[src/rtl/alu_sequencer.sv]
// Operand/opcode sequencer and execute stage: captures A, B and opcode on three
// successive state_change strobes, executes once, holds result. Optional MUL via `ALU_MUL_EN`.
module alu_sequencer #(
    parameter int WIDTH = 4
) (
    input  logic               clk,
    input  logic               reset,
    input  logic [WIDTH-1:0]   data,
    input  logic               state_change,
    output logic [2:0]         phase,
    output logic [2*WIDTH-1:0] result,
    output logic               carry,
    output logic               zero,
    output logic               err,
    output logic               done
);

    localparam int W2 = 2 * WIDTH;

    typedef enum logic [2:0] {
        LOAD_A  = 3'd0,
        LOAD_B  = 3'd1,
        LOAD_OP = 3'd2,
        EXEC    = 3'd3,
        SHOW    = 3'd4
    } state_t;

    state_t          state_q;
    logic [WIDTH-1:0] a_q, b_q, op_q;
    logic            sc_q;
    logic [W2-1:0]   result_q;
    logic            carry_q, zero_q, err_q, done_q;

    logic             strobe;
    logic [W2-1:0]    a_ext, b_ext, sum;
    logic [WIDTH-1:0] diff;
    logic [W2-1:0]    alu_res;
    logic             alu_carry, alu_err, alu_zero;

    // A level held for several cycles yields a single strobe on its first cycle.
    assign strobe = state_change & ~sc_q;

    assign a_ext = {{WIDTH{1'b0}}, a_q};
    assign b_ext = {{WIDTH{1'b0}}, b_q};
    assign sum   = a_ext + b_ext;
    assign diff  = a_q - b_q;

    // NOTE: every output of this block gets a default first so no latch is inferred
    always_comb begin
        alu_res   = '0;
        alu_carry = 1'b0;
        alu_err   = 1'b0;
        case (op_q)
            WIDTH'(0): begin
                alu_res   = sum;
                alu_carry = sum[WIDTH];
            end
            WIDTH'(1): begin
                alu_res   = {{WIDTH{1'b0}}, diff};
                alu_carry = (a_q < b_q);
            end
            WIDTH'(2): alu_res = a_ext & b_ext;
            WIDTH'(3): alu_res = a_ext | b_ext;
            WIDTH'(4): alu_res = a_ext ^ b_ext;
            WIDTH'(5): alu_res = {{WIDTH{1'b0}}, ~a_q};
            WIDTH'(6): begin
                alu_res   = {{WIDTH{1'b0}}, a_q[WIDTH-2:0], 1'b0};
                alu_carry = a_q[WIDTH-1];
            end
            WIDTH'(7): alu_res = {{WIDTH{1'b0}}, a_q >> 1};
`ifdef ALU_MUL_EN
            WIDTH'(8): alu_res = a_ext * b_ext;
`endif
            default:   alu_err = 1'b1;
        endcase
        alu_zero = ~alu_err & (alu_res == '0);
    end

    // NOTE: sequential state uses non-blocking assignments so all registers update together
    always_ff @(posedge clk or negedge reset) begin
        if (!reset) begin
            state_q  <= LOAD_A;
            a_q      <= '0;
            b_q      <= '0;
            op_q     <= '0;
            sc_q     <= 1'b0;
            result_q <= '0;
            carry_q  <= 1'b0;
            zero_q   <= 1'b0;
            err_q    <= 1'b0;
            done_q   <= 1'b0;
        end else begin
            sc_q <= state_change;
            case (state_q)
                LOAD_A: if (strobe) begin
                    a_q     <= data;
                    state_q <= LOAD_B;
                end
                LOAD_B: if (strobe) begin
                    b_q     <= data;
                    state_q <= LOAD_OP;
                end
                LOAD_OP: if (strobe) begin
                    op_q    <= data;
                    state_q <= EXEC;
                end
                EXEC: begin
                    result_q <= alu_res;
                    carry_q  <= alu_carry;
                    zero_q   <= alu_zero;
                    err_q    <= alu_err;
                    done_q   <= 1'b1;
                    state_q  <= SHOW;
                end
                SHOW: if (strobe) begin
                    done_q  <= 1'b0;
                    state_q <= LOAD_A;
                end
                default: state_q <= LOAD_A;
            endcase
        end
    end

    assign phase  = state_q;
    assign result = result_q;
    assign carry  = carry_q;
    assign zero   = zero_q;
    assign err    = err_q;
    assign done   = done_q;

endmodule

[config.mk]
export PLATFORM = sky130hd
export DESIGN_NAME = alu_sequencer
export DESIGN_NICKNAME = d
export VERILOG_FILES = /design/src/rtl/alu_sequencer.sv
export SDC_FILE = /design/constraint.sdc
export NUM_CORES = 1
export LEC_CHECK = 0
export CAP_MARGIN = 10
export CELL_PAD_IN_SITES_DETAIL_PLACEMENT = 2
export CELL_PAD_IN_SITES_GLOBAL_PLACEMENT = 2
export CORE_UTILIZATION = 37
export CTS_CLUSTER_DIAMETER = 120
export DETAILED_ROUTE_END_ITERATION = 12
export PLACE_DENSITY = 0.81
export SYNTH_ARGS = -nofsm -noshare
export SYNTH_HDL_FRONTEND = slang
export SYNTH_SLANG_ARGS = --single-unit
[constraint.sdc]
create_clock -name clk -period 4.6 [get_ports clk]
set_clock_uncertainty 0.05 [all_clocks]
set_input_delay 1.38 -clock clk [delete_from_list [all_inputs] [get_ports clk]]
set_output_delay 1.38 -clock clk [all_outputs]
set_load 0.05 [all_outputs]
[Word-level counts from Yosys, hierarchy flattened]
Index checks and enable logic that the tools add are counted.
Operators by class
  equal/unequal tests: 15
  reduce and logical (&&, ||, !) cells: 10
  muxes and demuxes: 10
  $add $sub $neg: 2
  bitwise gates (word level): 7
  order comparisons: 1
Operators by type and width (number)
  $pmux W5 S8: 1
  $eq A4 B3 Y1 const B: 4
  $pmux W3 S5: 1
  $mux W3: 4
  $eq A4 B2 Y1 const B: 2
  $logic_not A8 Y1: 1
  $ne A2 B2 Y1 const B: 4
  $reduce_and A2 Y1: 4
  $reduce_or A8 Y1: 1
  $eq A3 B2 Y1 const B: 2
  $add A4 B4 Y5: 1
  $and A4 B4 Y4: 1
  $eq A4 B1 Y1 const B: 1
  $logic_not A4 Y1: 1
  $lt A4 B4 Y1: 1
  $not A4 Y4: 1
  $or A4 B4 Y4: 1
  $reduce_and A4 Y1: 1
  $sub A4 B4 Y4: 1
  $xor A4 B4 Y4: 1
  $eq A3 B1 Y1 const B: 1
  $eq A3 B3 Y1 const B: 1
  $logic_not A3 Y1: 1
  $pmux W1 S3: 1
  other kinds (5): 7
Word-level totals
  flip-flop bits (word level): 28
  input port bits: 7
  output and inout bits: 15
  word-level logic and storage cells: 55

[Logic depth before layout (Yosys ltp)]
Gate-level depths: netlist (run 1).
  word-level depth: 4
  gate-level depth with buffers: 8
  mapped depth without buffers: 8

[Least setup slack after synthesis (run 1)]
OpenSTA, ideal clock, no wires.
  kind: input -> register
  start point: input port state_change
  end point: register a_q[0]
  library setup time: 0.148 ns
  slack: 2.131 ns
  data required time: 4.402 ns
  data arrival time: 2.271 ns
  cell stages on the path: 4
  buffers on the path: 0
  cells stage by stage: nand2b_1 -> or2_1 -> nor3_1 -> o21ai_0
On the way
  longest elaborated chain between the ends: 2
RTL lines
  start: declaration: RTL line 9  | input logic state_change,
  $and A1 B1 Y1: RTL line 41  | assign strobe = state_change & ~sc_q;
  $reduce_and A2 Y1 (no source line)
  end signal: assignment: RTL line 96  | a_q <= data;
  end: declaration: RTL line 29  | logic [WIDTH-1:0] a_q, b_q, op_q;
Every way passes these cells.
A chain may end at the register's enable or synchronous reset.

[Final worst setup path (run 1)]
  start point: register state_q[2], in the netlist phase[2]
  end point: output port phase[2]
RTL lines
  start: declaration: RTL line 28  | state_t state_q;
  start signal: assignment: RTL line 82  | state_q <= LOAD_A;
  start signal: assignment: RTL line 97  | state_q <= LOAD_B;
  start signal: assignment: RTL line 101  | state_q <= LOAD_OP;
  end: declaration: RTL line 10  | output logic [2:0] phase,
No word-level cell between the ends.

==> results of run 1 <==
[area by class of cell]
class	count	area (sq um)	area share, %
clock buffers	3	41.29	2.157
multi-input cells	127	948.4	49.54
repair buffers	19	187.7	9.804
inverters	10	37.54	1.961
flip-flops and latches	25	625.6	32.68
well taps	52	65.06	3.399
clock inverters	1	8.758	0.4575
[cell usage after synthesis (5+ instances only)]
cell,number
dfrtp_1,25
nand2_1,18
ha_1,12
inv_1,10
mux2_1,10
o21ai_1,10
nor2_1,9
clkbuf_1,7
a21oi_1,6
nand2b_1,5
o21ai_0,5
[state kept, by name, indices dropped and copies added, names as in the netlist]
signal	flops
b_q	4
done	1
result	5
op_q	4
phase	3
zero	1
a_q	4
carry	1
sc_q	1
err	1
[stage by stage]
step                power, mW  util [%]  std cells
floorplan               1.124         -        174
global placement        1.372     43.11        233
detailed placement      1.439     43.11        233
CTS                     1.598     44.27        237
global route            1.705     44.27        237
finish                  1.581     44.27        237
[per-layer routing]
metal	share of wire [%]	vias up
met3	2.0	13
li1	-	630
met1	43	688
met5	0	-
met2	52	24
met4	2.8	0
[power groups by stage]
stage / clock (mW) / combinational [mW] / sequential (mW)
2_1_floorplan: 0 / 0.575 / 0.549
3_3_place_gp: 0 / 0.891 / 0.481
3_5_place_dp: 0 / 0.940 / 0.500
4_1_cts: 0.146 / 0.956 / 0.496
5_1_grt: 0.153 / 1.03 / 0.518
6_report: 0.140 / 0.947 / 0.494
[worst max-delay path by stage]
| stage | start | endpoint | slack [ns] |
|---|---|---|---|
| global placement | state_change | a_q[0] | 1.47 |
| floorplan | state_change | a_q[0] | 2.13 |
| CTS | phase[1] | phase[1] | 1.49 |
| finish | phase[2] | phase[2] | 1.51 |
| detailed placement | state_change | a_q[0] | 1.31 |
| global route | phase[1] | phase[1] | 1.42 |
[cell families (layout without fill, tap and decap cells)]
kind of cell,Yosys count,in the layout,share of synthesized area [%]
AO/OA/AOI/OAI,38,38,15.35
XOR/XNOR,1,1,0.5268
adder cells (fa/ha/maj),14,14,11.44
buffers and inverters,22,33,5.794
flip-flops,25,25,37.62
multiplexers,13,13,8.653
other,1,3,0.2255
AND/OR/NAND/NOR,58,58,20.39
==> results.toml, run 1 <==
[timing]
finalHoldViolCount = 0
setup_viol = 0
timing.fmax_ghz = 0.3234
fin_crit_sh_pct = 67.22
rsz0062_at_grt = "no"
fin_crit_ns = 3.092
drv_slew = 0
setup-tns-final_ns = 0
worst_slew_pin_slew_ns = 0.7871
fin_ws_ns = 1.508
maxSlewHeadroom_pct = 47.12
whs_ns = 0.4508

[worst_setup_path]
r2r_start = "a_q[1]"
slowest_delay_ns = 0.87
cp-end-kind = "output pin"
crit_path_start_kind = "flip-flop"
path_buf_inv = 1
cp_max_fo = 9
crit_chain = "clkdlybuf4s50_1"
cp.required_ns = 3.17
critPathSlowestCell = "clkdlybuf4s50_1"
reg2reg_depth = 7
r2r_end = "zero"
worstSetupPathType = "flip-flop to output pin"
r2r_setup_slack_ns = 2.05
crit_family = "buffers and inverters"
worst-path-stages = 1
critPathArrivalTime_ns = 1.66

[pwr]
p_comb_share_pct = 59.9
power.leakage_nw = 0.8409
power_density_mw_per_mm2 = 826.0
pwr-share-clk_pct = 8.8
pwr-share-seq_pct = 31.3
ir_drop_mv = 0.3050
p_switching_mw = 0.8210
switching_share_pct = 51.92
intPower_mw = 0.7602

[grt]
met2_usage_pct = 36.89
grt_pass1_vias = 1534
antenna_found_initial = 0
grtUsageMet3_pct = 3.070
grt_first_pass_wirelength_mm = 7.976
met1_usage_pct = 26.57
grt_busiest_layer = "met2"
gr-total-overflow = 0
grtUsageTotal_pct = 21.21
grt_max_degree = 26

[placement]
place_hpwl_mm = 3.576
postPlaceCellArea_sq_mm = 0.001864
gp_congestion = 0.8332
numPortBuffers = 18
pre_cts_slack_ns = 1.308

[finish]
final_cell_area_sq_mm = 0.001914
layout.cells.most_common = "dfrtp_1"
final_cell_mix = "dfrtp_1, nand2_1, clkdlybuf4s50_1, ha_1"
fill_cells = 479
final_nets = 207
layout-drive-gt1-share_pct = 4.865
syn_to_final_growth_pct = 15.12
n_antenna_cell = 0

[logic_synthesis]
synth.distinct_cells = 47
async_flop_share_pct = 100.0
synth_flop_cell = "dfrtp_1"
synth_area_sq_mm = 0.001663
synth_top_area_cell = "dfrtp_1"
synth_edf_count = 0
synth.top_cell.area_share_pct = 37.62
yosys_warnings = 0
ys_ff_latch = 25
ys_seq_area_share_pct = 37.62
syn_inst = 172
synth.area.top_cells = "dfrtp_1, ha_1, mux2_1"
syn_avg_cell_area_sq_um = 9.668

[min_path]
whs_path_depth = 1
min-delay-start = "result[2]"
hp-class = "flip-flop to flip-flop"
holdPathEnd = "result[2]"

[flow_run]
max_cap_viol_count = 0

[detailed_routing]
drt-wirelength-per-cell_microns = 19.66
drtIter0Drc = 78
antenna_left = 0
via_count = 1355
viasPerCell = 5.717
drc_errors = 0
finalWirelength_mm = 4.660
firstDrtPassIters = 4

[cts]
cts_sinks = 25
clk_pin_slew_worst_paths_ns = 0.09
cts.repair.resized = 0
numCtsBuffers = 3
htreeDepth = 1
postCtsHoldBufs = 0
postCtsSetupBuffers = 0
cts_buffer_depth = 2
cts_tree = "done"
root_buffer = "clkbuf_8"
clk_latency_ns = 0.28

[run_status]
status = "complete, no violations"

[die]
rows = 24
start_util_pct = 38.45
coreArea_sq_mm = 0.004324
dieHeight_microns = 69.04
io_pins = 22
die-area_sq_mm = 0.004767
dieWidth_microns = 69.04
Note: power is estimated with default switching activity, not from simulation.
==> run 2, diff against run 1 <==
--- a/config.mk
+++ b/config.mk
@@ -8,10 +8,10 @@
 export CAP_MARGIN = 10
 export CELL_PAD_IN_SITES_DETAIL_PLACEMENT = 2
 export CELL_PAD_IN_SITES_GLOBAL_PLACEMENT = 2
-export CORE_UTILIZATION = 37
+export CORE_UTILIZATION = 31
 export CTS_CLUSTER_DIAMETER = 120
 export DETAILED_ROUTE_END_ITERATION = 12
-export PLACE_DENSITY = 0.81
+export PLACE_DENSITY = 0.72
 export SYNTH_ARGS = -nofsm -noshare
 export SYNTH_HDL_FRONTEND = slang
 export SYNTH_SLANG_ARGS = --single-unit
==> constraint.sdc (replaced) <==
create_clock -name clk -period 2.55 [get_ports clk]
set_clock_uncertainty 0.05 [all_clocks]
set_input_delay 0.765 -clock clk [delete_from_list [all_inputs] [get_ports clk]]
set_output_delay 0.765 -clock clk [all_outputs]
set_load 0.05 [all_outputs]
==> run 2 against run 1 <==
Critical path depth unchanged; critical endpoint unchanged; critical path type unchanged; largest power group unchanged; largest cell class unchanged; clock power increased by 78%; first-iteration DRC count decreased by 78%; sequential power increased by 61%.
==> results.toml, run 2 (synthesis gave the netlist of run 1 again) <==
[worst_setup_path]
worstSetupPathType = "flip-flop to output pin"
cp.required_ns = 1.74
slowest_delay_ns = 0.87
path_buf_inv = 1
cp-end-kind = "output pin"
crit_path_start_kind = "flip-flop"
critPathArrivalTime_ns = 1.66
crit_chain = "clkdlybuf4s50_1"
cp_max_fo = 9
crit_family = "buffers and inverters"
critPathSlowestCell = "clkdlybuf4s50_1"

[pwr]
ir_drop_mv = 0.4408
power.leakage_nw = 0.8982
power_density_mw_per_mm2 = 1479

[detailed_routing]
firstDrtPassIters = 3
viasPerCell = 5.205
finalWirelength_mm = 4.868
drtIter0Drc = 17
drc_errors = 0
antenna_left = 0
drt-wirelength-per-cell_microns = 18.44
via_count = 1374

[finish]
final_cell_area_sq_mm = 0.002007
post-route-util_pct = 39.05
largest_register_ffs = 5
n_antenna_cell = 0
layout.cells.most_common = "dfrtp_1"
final_cell_mix = "dfrtp_1, nand2_1, clkdlybuf4s50_1, ha_1"
fill_cells = 594
syn_to_final_growth_pct = 20.69
layout-drive-gt1-share_pct = 9.278
multi_input_area_sq_um = 949.7
final_nets = 216
regArea_sq_um = 625.6

[grt]
grtUsageTotal_pct = 18.45
antenna_found_initial = 0
grt_max_degree = 26
grt_pass1_vias = 1517
grt_first_pass_wirelength_mm = 7.721
gr-total-overflow = 0

[timing]
drv_slew = 0
fin_crit_sh_pct = 96.96
whs_ns = 0.4509
finalHoldViolCount = 0
worst_slew_pin_slew_ns = 0.5884
setup_viol = 0
fin_ws_ns = 0.07763
timing.fmax_ghz = 0.4045
rsz0062_at_grt = "no"
fin_crit_ns = 2.472
setup-tns-final_ns = 0
maxSlewHeadroom_pct = 60.41

[die]
coreArea_sq_mm = 0.005140
io_pins = 22
dieHeight_microns = 75.24
dieWidth_microns = 75.24
rows = 26
die-area_sq_mm = 0.005661
start_util_pct = 32.35

[cts]
htreeDepth = 1
cts_buffer_depth = 2
clk_pin_slew_worst_paths_ns = 0.10
root_buffer = "clkbuf_8"
clk_latency_ns = 0.27
cts_sinks = 25
cts_tree = "done"
numCtsBuffers = 3
postCtsHoldBufs = 0

[min_path]
hp-class = "flip-flop to flip-flop"

[placement]
postPlaceCellArea_sq_mm = 0.001954
pre_cts_slack_ns = 0.1181
place_hpwl_mm = 3.855
numPortBuffers = 18
gp_congestion = 0.9088

[run_status]
status = "complete, no violations"

[flow_run]
max_cap_viol_count = 0
==> run 2: metrics by stage <==
stage	power, mW	instances
global route	3.195	264
CTS	2.998	264
floorplan	2.028	174
finish	2.969	264
global placement	2.598	260
detailed placement	2.731	260
==> run 2: timing repair <==
item | 4_1_cts | 5_1_grt
setup endpoints to repair | 0 | 2
buffers inserted | 0 | 0
resized for setup | 0 | 2
==> run 2: worst paths after layout <==
path,from,endpoint,slack (ns),depth (start not counted)
max in group asynchronous,reset,a_q[0],1.40,2
setup / recovery,phase[2],phase[2],0.08,1
hold / removal,carry,carry,0.45,1
min in group asynchronous,reset,result[3],0.80,2
hold reg to reg,carry,carry,0.45,1
setup reg to reg,a_q[3],zero,0.11,7
==> run 2: metal layers <==
metal,vias up,wire [microns],global-route usage (%)
met5,-,0,0
met1,704,2207,22.41
met4,0,59,4.115
met3,6,62,2.544
met2,18,2540,34.53
li1,646,-,-
==> run 2: power by group <==
part           internal [mW]  switching [mW]
clock network          0.111           0.138
logic                  0.791            1.13
registers              0.572           0.224
total                   1.47            1.50
==> run 2: cell type report <==
cell class              instances  share of cell area, %
repair buffers                 28                  12.84
flip-flops and latches         25                  31.17
clock inverters                 1                 0.3741
well taps                      70                  4.364
multi-input cells             127                  47.32
clock buffers                   3                  2.057
inverters                      10                  1.870
==> run 3, diff against run 2 <==
--- a/config.mk
+++ b/config.mk
@@ -8,6 +8,7 @@
 export CAP_MARGIN = 10
 export CELL_PAD_IN_SITES_DETAIL_PLACEMENT = 2
 export CELL_PAD_IN_SITES_GLOBAL_PLACEMENT = 2
+export CORE_ASPECT_RATIO = 1.5
 export CORE_UTILIZATION = 31
 export CTS_CLUSTER_DIAMETER = 120
 export DETAILED_ROUTE_END_ITERATION = 12
==> run 3 against run 2 <==
Clock-buffer cell count unchanged; critical path depth unchanged; core utilization is 0.22 points higher; clock power fell by 3%; non-clock buffer count grew 4; first-iteration DRC count down 53%; global-route usage up 0.44 points; sequential power increased by 2.6%; total power grew 0.53%; largest cell class unchanged; largest power group unchanged.
==> results.toml, run 3 (synthesis gave the netlist of run 1 again) <==
[timing]
fin_crit_sh_pct = 95.19
setup_viol = 0
rsz0062_at_grt = "no"
timing.fmax_ghz = 0.4120
fin_ws_ns = 0.1226
finalHoldViolCount = 0
setup-tns-final_ns = 0
drv_slew = 0
fin_crit_ns = 2.427
maxSlewHeadroom_pct = 63.11
worst_slew_pin_slew_ns = 0.5533

[worst_setup_path]
critPathSlowestCell = "clkdlybuf4s50_1"
slowest_delay_ns = 0.85
r2r_setup_slack_ns = 0.14
worstSetupPathType = "flip-flop to output pin"
cp_max_fo = 8
cp-end-kind = "output pin"
crit_chain = "clkdlybuf4s50_1"
cp.required_ns = 1.74
crit_path_start_kind = "flip-flop"
path_buf_inv = 1
critPathArrivalTime_ns = 1.61
crit_family = "buffers and inverters"

[finish]
final_cell_mix = "dfrtp_1, nand2_1, clkdlybuf4s50_1, buf_4, ha_1"
n_antenna_cell = 0
fill_cells = 566
largest_register_ffs = 5
post-route-util_pct = 39.27
syn_to_final_growth_pct = 21.97
layout.cells.most_common = "dfrtp_1"
layout-drive-gt1-share_pct = 11.11
final_nets = 220

[pwr]
p_switching_mw = 1.468
switching_share_pct = 49.19
pwr-share-clk_pct = 8.1
power_density_mw_per_mm2 = 1472
intPower_mw = 1.517
ir_drop_mv = 0.5439
pwr-share-seq_pct = 27.4
power.leakage_nw = 0.9061
p_comb_share_pct = 64.6

[grt]
grt_pass1_vias = 1599
grt_first_pass_wirelength_mm = 8.024
grtUsageTotal_pct = 18.89
antenna_found_initial = 0
grt_max_degree = 26
gr-total-overflow = 0

[detailed_routing]
drtIter0Drc = 8
viasPerCell = 5.203
finalWirelength_mm = 4.599
antenna_left = 0
firstDrtPassIters = 4
drt-wirelength-per-cell_microns = 17.29
via_count = 1384
drc_errors = 0

[placement]
gp_congestion = 0.8644
numPortBuffers = 18
place_hpwl_mm = 3.678
pre_cts_slack_ns = 0.1075

[die]
die-area_sq_mm = 0.005667
coreArea_sq_mm = 0.005165
dieHeight_microns = 91.70
dieWidth_microns = 61.80
start_util_pct = 32.19
io_pins = 22
rows = 32

[cts]
postCtsHoldBufs = 0
clk_latency_ns = 0.27
cts.repair.resized = 0
postCtsSetupBuffers = 0
htreeDepth = 1
cts_sinks = 25
cts_tree = "done"
numCtsBuffers = 3
cts_buffer_depth = 2
clk_pin_slew_worst_paths_ns = 0.09
root_buffer = "clkbuf_8"

[run_status]
status = "complete, no violations"

[min_path]
hp-class = "flip-flop to flip-flop"

[flow_run]
max_cap_viol_count = 0
==> run 3: cell count changes in the layout (fill, tap and decap cells not counted) <==
cell	previous run	this run
buf_4	10	14
clkinvlp_4	1	0
dlymetal6s2s_1	1	0
a2111oi_1	1	0
clkinv_2	0	1
a2111oi_0	0	1
clkdlybuf4s50_1	17	18
==> run 3: layout make-up <==
class / count / area [sq um] / area share (%)
multi-input combinational: 127 / 948.4 / 46.76
clock inverter: 1 / 5.005 / 0.2468
sequential: 25 / 625.6 / 30.85
timing repair buffer: 32 / 285.3 / 14.07
clock buffer: 3 / 41.29 / 2.036
tap: 68 / 85.08 / 4.195
inverter: 10 / 37.54 / 1.851
==> run 3: worst paths after layout <==
kind / from / to / depth (start not counted)
setup / recovery: phase[0] / phase[0] / 1
hold / removal: result[4] / result[4] / 2
setup reg to reg: a_q[0] / zero / 9
hold reg to reg: result[4] / result[4] / 2
max in group asynchronous: reset / op_q[2] / 2
min in group asynchronous: reset / sc_q / 2
==> run 3: tightest hold or removal path, delay by kind of cell (launching register included) <==
family	cells	cell delay, ns
AOI/OAI and AO/OA	1	0.06
and+or+nand+nor	1	0.05
DFF	1	0.35
==> run 3: power by group through the flow <==
stage / Combinational [mW] / Sequential, mW / Clock, mW
2_1_floorplan: 1.04 / 0.991 / 0
3_3_place_gp: 1.89 / 0.811 / 0
3_5_place_dp: 1.94 / 0.830 / 0
4_1_cts: 1.96 / 0.824 / 0.252
5_1_grt: 2.11 / 0.858 / 0.266
6_report: 1.93 / 0.817 / 0.241
==> run 3: per-stage QoR <==
step                instances  total power, mW  instance area [sq um]  hold WS [ns]
floorplan                 174            2.028                   1670        0.4194
global placement          262            2.700                   1982        0.4247
detailed placement        262            2.774                   1982        0.4363
CTS                       266            3.033                   2028        0.4591
global route              266            3.238                   2028        0.4850
finish                    266            2.985                   2028        0.4504
==> run 3: layer usage <==
layer	part of all wire, %	GRT usage [%]
met3	1.6	2.116
met5	0	0
met1	41	23.15
met2	56	33.24
met4	1.7	5.556
